## config.mk

```make
export PLATFORM = sky130hd
export DESIGN_NAME = montgomery_reduce_pipe
export DESIGN_NICKNAME = d
export VERILOG_FILES = /design/src/rtl/montgomery_pkg.sv /design/src/rtl/montgomery_reduce_pipe_shiftreg.sv /design/src/rtl/montgomery_reduce_pipe.sv
export SDC_FILE = /design/constraint.sdc
export NUM_CORES = 1
export LEC_CHECK = 0
export CORE_ASPECT_RATIO = 2
export CORE_MARGIN = 2
export CORE_UTILIZATION = 25
export DETAILED_ROUTE_END_ITERATION = 12
export MAX_ROUTING_LAYER = met4
export SETUP_SLACK_MARGIN = 0.2
export SLEW_MARGIN = 10
export SYNTH_ARGS = -nofsm -noshare
export SYNTH_HDL_FRONTEND = slang
export SYNTH_SLANG_ARGS = --single-unit
```

## constraint.sdc

```tcl
create_clock -name clk_i -period 0.85 [get_ports clk_i]
set_input_delay 0.085 -clock clk_i [delete_from_list [all_inputs] [get_ports clk_i]]
set_output_delay 0.085 -clock clk_i [all_outputs]
set_load 0.005 [all_outputs]
```

## src/rtl/montgomery_pkg.sv

```systemverilog
// Shared widths, word typedefs and an N' helper for the Montgomery reduction pipeline.
package montgomery_pkg;

  localparam int DATA_W = 64;
  localparam int TAG_W  = 4;

  typedef logic [DATA_W-1:0]   word_t;
  typedef logic [2*DATA_W-1:0] dword_t;
  typedef logic [2*DATA_W:0]   sum_t;

  // N' = -N^-1 mod 2^w for odd n. Newton iteration doubles the correct bits each step (3 -> 192).
  function automatic word_t calc_ninv(input word_t n, input int unsigned w);
    word_t x;
    x = n;
    for (int i = 0; i < 6; i++) begin
      x = x * (word_t'(2) - n * x);
    end
    x = word_t'(0) - x;
    if (w < DATA_W) begin
      x = x & ((word_t'(1) << w) - word_t'(1));
    end
    return x;
  endfunction

endpackage

```

## src/rtl/montgomery_reduce_pipe_shiftreg.sv

```systemverilog
// Fixed-depth delay line with a clock enable. No reset: consumers qualify its output with their own valid bits.
module shiftreg #(
  parameter int SHIFT = 2,
  parameter int DATA  = 16
) (
  input  logic            clk,
  input  logic            en,
  input  logic [DATA-1:0] din,
  output logic [DATA-1:0] dout
);

  logic [DATA-1:0] stage_reg [SHIFT];

  always_ff @(posedge clk) begin
    if (en) begin
      stage_reg[0] <= din;
    end
  end

  genvar gi;
  generate
    for (gi = 1; gi < SHIFT; gi++) begin : g_stage
      always_ff @(posedge clk) begin
        if (en) begin
          stage_reg[gi] <= stage_reg[gi-1];
        end
      end
    end
  endgenerate

  assign dout = stage_reg[SHIFT-1];

endmodule

```

## src/rtl/montgomery_reduce_pipe.sv

```systemverilog
// Four-stage Montgomery reduction: result = T * 2^-DATA mod MODULUS, one operand per enabled cycle.
// The delay line carries its own enable input, so en_i freezes T together with every other stage.
module montgomery_reduce_pipe
  import montgomery_pkg::*;
#(
  parameter int             DATA     = DATA_W,
  parameter logic [DATA-1:0] MODULUS  = '0,
  parameter logic [DATA-1:0] MOD_NINV = '0,
  parameter int             TAG_W    = montgomery_pkg::TAG_W
) (
  input  logic              clk_i,
  input  logic              rst_ni,
  input  logic              en_i,
  input  logic              valid_i,
  input  logic [2*DATA-1:0] t_i,
  input  logic [TAG_W-1:0]  tag_i,
  output logic              valid_o,
  output logic [DATA-1:0]   result_o,
  output logic [TAG_W-1:0]  tag_o
);

  logic [DATA-1:0]   m1;
  logic [2*DATA-1:0] p2;
  logic [DATA:0]     t3;
  logic              v1, v2, v3;
  logic [TAG_W-1:0]  tag1, tag2, tag3;

  logic [2*DATA-1:0] t_dly;
  logic [2*DATA-1:0] prod_m;
  logic [2*DATA-1:0] prod_p;
  logic [2*DATA:0]   sum_s;
  logic [DATA:0]     res_full;
  logic              unused_bits;

  // T is consumed at stage 3, two enabled edges after it enters.
  shiftreg #(
    .SHIFT(2),
    .DATA (2*DATA)
  ) u_t_delay (
    .clk (clk_i),
    .en  (en_i),
    .din (t_i),
    .dout(t_dly)
  );

  assign prod_m   = {{DATA{1'b0}}, t_i[DATA-1:0]} * {{DATA{1'b0}}, MOD_NINV};
  assign prod_p   = {{DATA{1'b0}}, m1} * {{DATA{1'b0}}, MODULUS};
  assign sum_s    = {1'b0, t_dly} + {1'b0, p2};
  assign res_full = (t3 >= {1'b0, MODULUS}) ? (t3 - {1'b0, MODULUS}) : t3;

  // Low half of the sum is zero by construction; t3 < 2N leaves the top bit of res_full clear.
  assign unused_bits = ^{prod_m[2*DATA-1:DATA], sum_s[DATA-1:0], res_full[DATA]};

  always_ff @(posedge clk_i or negedge rst_ni) begin
    if (!rst_ni) begin
      m1       <= '0;
      p2       <= '0;
      t3       <= '0;
      result_o <= '0;
      v1       <= 1'b0;
      v2       <= 1'b0;
      v3       <= 1'b0;
      valid_o  <= 1'b0;
      tag1     <= '0;
      tag2     <= '0;
      tag3     <= '0;
      tag_o    <= '0;
    end else if (en_i) begin
      m1       <= prod_m[DATA-1:0];
      p2       <= prod_p;
      t3       <= sum_s[2*DATA:DATA];
      result_o <= res_full[DATA-1:0];
      v1       <= valid_i;
      v2       <= v1;
      v3       <= v2;
      valid_o  <= v3;
      tag1     <= tag_i;
      tag2     <= tag1;
      tag3     <= tag2;
      tag_o    <= tag3;
    end
  end

endmodule

```

==> summary.md <==
| Metric | Value |
|---|---|
| Sink Count | 276 |
| Non-Filler Instances | 1,132 |
| Clock Path Buffers | 3 |
| Final setup vio count | 82 |
| Tcrit/Tclk final | 137% |
| Mapped Cells | 440 |
| Die span in x | 141 µm |
| Max-slew headroom | 83.3% |
| Setup_tns | -19.96 ns |
| Post-DP HPWL | 11.7 mm |
| H-tree Lvls | 1 |
| Final Hold Fails | 9 |
| Achievable frequency | 857 MHz |
| Worst Setup End Kind | output pin |
| Core area | 37,200 µm² |
| Vias | 4,493 |
| Setup Skew | 0.0126 ns |
| Largest net degree at the start of global routing | 37 |
| Worst vdd ir | 1.56 mV |
| CTS root buf | clkbuf_16 |
| Pins Over Slew Limit | 0 |
| Element type at the critical path start | register |
| Flip-flop count of the largest register after layout | 128 |
| Worst slack, placed | -0.188 ns |
| Avg Vias per Cell | 3.97 |
| Post-DRT Antenna Nets | 0 |
| Mapped Area | 9370 µm² |
| Post-synthesis sequential area ratio | 80.5% |
| Number of cells on the critical path | 1 |
| Util after Layout | 34.6% |
| Crit path kind | register to output pin |
| Drt drc | 0 |
| Grt total ovfl | 0 |
| I/O pin cnt | 205 |
| CP arrival | 1.08 ns |
| Net Count, Synth | 576 |
| Unique masters post-synth | 6 |
| Pre-antenna DRT Iters | 4 |
| CP Cell Sequence | buf_2 |
| Worst hold path type | input port to async pin |
| Cell Count Post-Placement | 1,064 |
| Multi-input gate area | 2050 µm² |
| Initial Util | 25.2% |
| CP top delay family | flip-flops |
| Synth warnings | 0 |
| Area Overhead vs Synth | 37.2% |
| Placed inst area | 11,700 µm² |
| Most frequent cells in the layout | dfrtp_1, edfxtp_1, mux2_4 |
| Vias in the first global route | 4,890 |
| Crit-path max FO | 2 |
| Commonest non-fill, non-tap cell in the layout | dfrtp_1 |
| Slowest cell delay on critical path | 0.41 ns |
| RSZ-0062 raised after global routing | yes |
| Register area | 7550 µm² |
| Final Critical Period | 1.17 ns |
| Leakage power | 5.38 nW |
| Max-Cap Viols | 0 |
| Power Total | 31.7 mW |
| Share of post-route cells with drive strength above 1 | 47.1% |
| Port Buf Inserts | 140 |
| Wire length per cell | 15.8 µm |
| Detailed Route WL | 17.8 mm |
| Global Route Usage Sum | 9.33% |
| Layout fillers | 3,511 |
| CTS tree | done |
| Final WS setup | -0.317 ns |
| Routability cong. | 0.719 |
| #FFs+latches synth | 276 |
| Clock transition at path regs | 0.06 ns |
| Final instance area | 12,900 µm² |
| TritonCTS buffer count | 26 |
| First-pass GRT wire length | 27.5 mm |
| FF-to-FF path depth | 3 |
| Failing checks | negative hold slack, negative setup slack |
| CTS Hold Bufs | 2 |
| CP Data Required Time | 0.76 ns |
| Actual slew at the worst max-slew pin | 0.251 ns |
| Initial antenna violation count | 2 |
| Final hold slack | -0.0311 ns |
| Latest clock arrival within the worst-skew pair | 0.53 ns |
| Average size of a mapped cell | 21.3 µm² |
| Nets | 787 |
| Die Span Y | 278 µm |
| DIE AREA | 39,200 µm² |
| CP max-delay cell | dfrtp_1 |
| Initial DRC Count | 183 |
| FP Rows | 100 |
| Pwr dens | 2460 nW/µm² |
| Worst Path Buf+Inv | 1 |
| Status | finished, violations left |
-- Yosys cell counts --
cell      count  area (µm²)
dfrtp_1     148        3700
buf_2         2        10.0
buf_6        12         135
edfxtp_1    128        3840
buf_4         2        15.0
mux2_2      148        1670
-- worst paths after layout --
path,startpoint,end,slack (ns)
hold / removal,rst_ni,t3[34],-0.03
hold reg to reg,u_t_delay.stage_reg[0][70],u_t_delay.stage_reg[1][70],0.42
setup / recovery,result_o[48],result_o[48],-0.32
max in group asynchronous,rst_ni,tag1[3],0.39
min in group clk_i,en_i,u_t_delay.stage_reg[0][99],0.03
setup reg to reg,result_o[14],result_o[14],-0.14
-- worst reg2reg max path, cell delays in order (launching register included) --
cell	delay (ns)
dfrtp_1	0.40
buf_6	0.13
buf_6	0.10
mux2_4	0.26
-- logic make-up (layout without fill, tap and decap cells) --
family       Yosys count  after routing  share of synthesized area, %
buf+inv               16            247                          1.71
mux                  148            148                          17.8
flops                276            276                          80.5
other cells            0              2                             0
-- where the power goes --
group          total [mW]  internal (mW)  switching [mW]  leakage [nW]
clock                11.8           6.85            4.91         0.420
combinational        3.67           2.45            1.22          1.97
sequential           16.2           15.5           0.704          2.99
total                31.7           24.8            6.84          5.38
-- layer usage --
| metal | share of wire, % | vias to the layer above | global-route usage (%) |
|---|---|---|---|
| li1 | - | 2046 | - |
| met1 | 38 | 2309 | 9.83 |
| met2 | 54 | 99 | 16.4 |
| met3 | 4.4 | 39 | 1.95 |
| met4 | 4.2 | 0 | 4.67 |
| met5 | 0 | - | - |
-- timing repair --
action,4_1_cts,5_1_grt
setup buffers,10,6
resized for setup,369,39
endpoints found under the hold margin,149,9
setup endpoints to repair,217,221
-- cell type report --
type | count | area share, %
diodes | 2 | 0.0389
well taps | 459 | 4.47
repair buffers | 199 | 14.1
flip-flops and latches | 276 | 58.7
multi-input cells | 148 | 15.9
clock buffers | 35 | 5.57
clock inverters | 13 | 1.18
(Power assumes the default switching activity.)
==> patch: new RTL, config.mk and constraints unchanged <==
Set the package constant `TAG_W` to 6 (it was 4).
--- a/src/rtl/montgomery_pkg.sv
+++ b/src/rtl/montgomery_pkg.sv
@@ -4,3 +4,3 @@
   localparam int DATA_W = 64;
-  localparam int TAG_W  = 4;
+  localparam int TAG_W  = 6;
 
Ports: changed (resized tag_i and tag_o); port bits go from 205 to 209. The function was not compared with the original's and may differ.
==> patch against the unedited design <==
  * The run still ends with negative hold slack, negative setup slack left
  * Hold slack lost 0.018 ns
  * Area after synthesis rose by 3.4%
  * Power rose by 7.0%
  * Sequential cell count is 8 higher
  * Cell count rose by 8.0%
  * Final area grew 4.0%
  * Routed wire length is 3.0% higher
  * Via count is 5.3% higher
  * Setup slack got worse by 0.042 ns
  * Critical endpoint is now result_o[17]
  * Largest cell class unchanged
  * Largest power group unchanged
==> patch: results (changes against the unedited design) <==
metric	value	unit	change
hold_viol_final	17		+8
async_flop_share	54.93	%	+1.3 points
met3_usage	2.607	%	+0.66 points
finalSetupViolCount	90		+9.8%
grt_pass1_vias	5145		+5.2%
cts-buffers-inserted	28		+7.7%
hold_slack	-0.04936	ns	-0.01822 ns
setup_slack	-0.3591	ns	-0.04195 ns
drive_above_1_share	48.50	%	+1.4 points
vias_per_cell	3.870		-2.5%
globalplace.congestion	0.7132		-0.75%
ys_types	5		-1
met1_usage	13.96	%	+4.1 points
io_buffers	144		+2.9%
nNetsFinal	815		+3.6%
n_fill_cell	3614		+2.9%
wl_per_cell	15.03	um	-4.6%
arrival	1.12	ns	+0.04 ns
reg2reg_slack	-0.25	ns	-0.11 ns
synth_area_leaders	dfrtp_1, edfxtp_1, mux2_2		
p_leak	5.601	nW	+4.1%
grt_use_total	9.335	%	about the same
status	finished with violations		
place_area	12020	um^2	+2.9%
violations	negative hold slack, negative setup slack		
drt_iter0_drc	243		+33%
grt_util_met2	12.38	%	-4.0 points
peakVddDrop	1.734	mV	+11%
timing.rr.start	result_o[0]$_DFFE_PN0P_		
antenna_found_initial	3		+1
hold_buffers	1		-1
dpl.cell_count	1139		+7.0%
pre_cts_ws	-0.1937	ns	-0.006049 ns
slew_headroom	80.65	%	-2.6 points
-- patch: worst max path at each step --
stage,cells past startpoint,slack (ns),startpoint,to
2_1_floorplan,3,0.08,en_i,result_o[10]$_DFFE_PN0P_
3_3_place_gp,3,-0.18,en_i,result_o[38]$_DFFE_PN0P_
3_5_place_dp,3,-0.19,en_i,tag3[2]$_DFFE_PN0P_
4_1_cts,1,-0.40,result_o[52]$_DFFE_PN0P_,result_o[52]
5_1_grt,1,-0.41,result_o[30]$_DFFE_PN0P_,result_o[30]
6_report,1,-0.36,result_o[17]$_DFFE_PN0P_,result_o[17]
-- patch: power by group through the flow --
stage	sequential, mW	combinational [mW]	clock [mW]
final	16.8	3.81	13.3
after global routing	17.0	4.12	14.3
after CTS	16.8	3.50	13.7
after detailed placement	17.0	3.45	0
after global placement	16.9	3.38	0
after floorplan	16.8	1.28	0
-- patch: metal layers --
| metal | vias up | routed length, um |
|---|---|---|
| li1 | 2126 | - |
| met1 | 2399 | 9197 |
| met2 | 177 | 7391 |
| met3 | 27 | 1469 |
| met4 | 0 | 305 |
| met5 | - | 0 |
-- patch: layout make-up --
class / instances / area, um^2 / share of cell area (%)
antenna: 3 / 7.507 / 0.05611
multi-input combinational: 156 / 2158 / 16.13
tap: 520 / 650.6 / 4.863
clock buffer: 32 / 725.7 / 5.424
clock inverter: 20 / 277.8 / 2.076
sequential: 284 / 7747 / 57.91
timing repair buffer: 207 / 1812 / 13.54
-- patch: kinds of logic (layout without fill, tap and decap cells) --
group	count (synthesis)	in the layout	share of synthesized area, %
muxes	156	156	18.13
DFF	284	284	79.96
other	0	3	0
buffers and inverters	17	259	1.911
-- patch: repair_timing --
item | CTS | global route
buffers inserted | 18 | 9
resized for setup | 368 | 43
endpoints found under the setup margin | 229 | 235
hold endpoints to repair | 160 | 18
pin swaps | 0 | 0
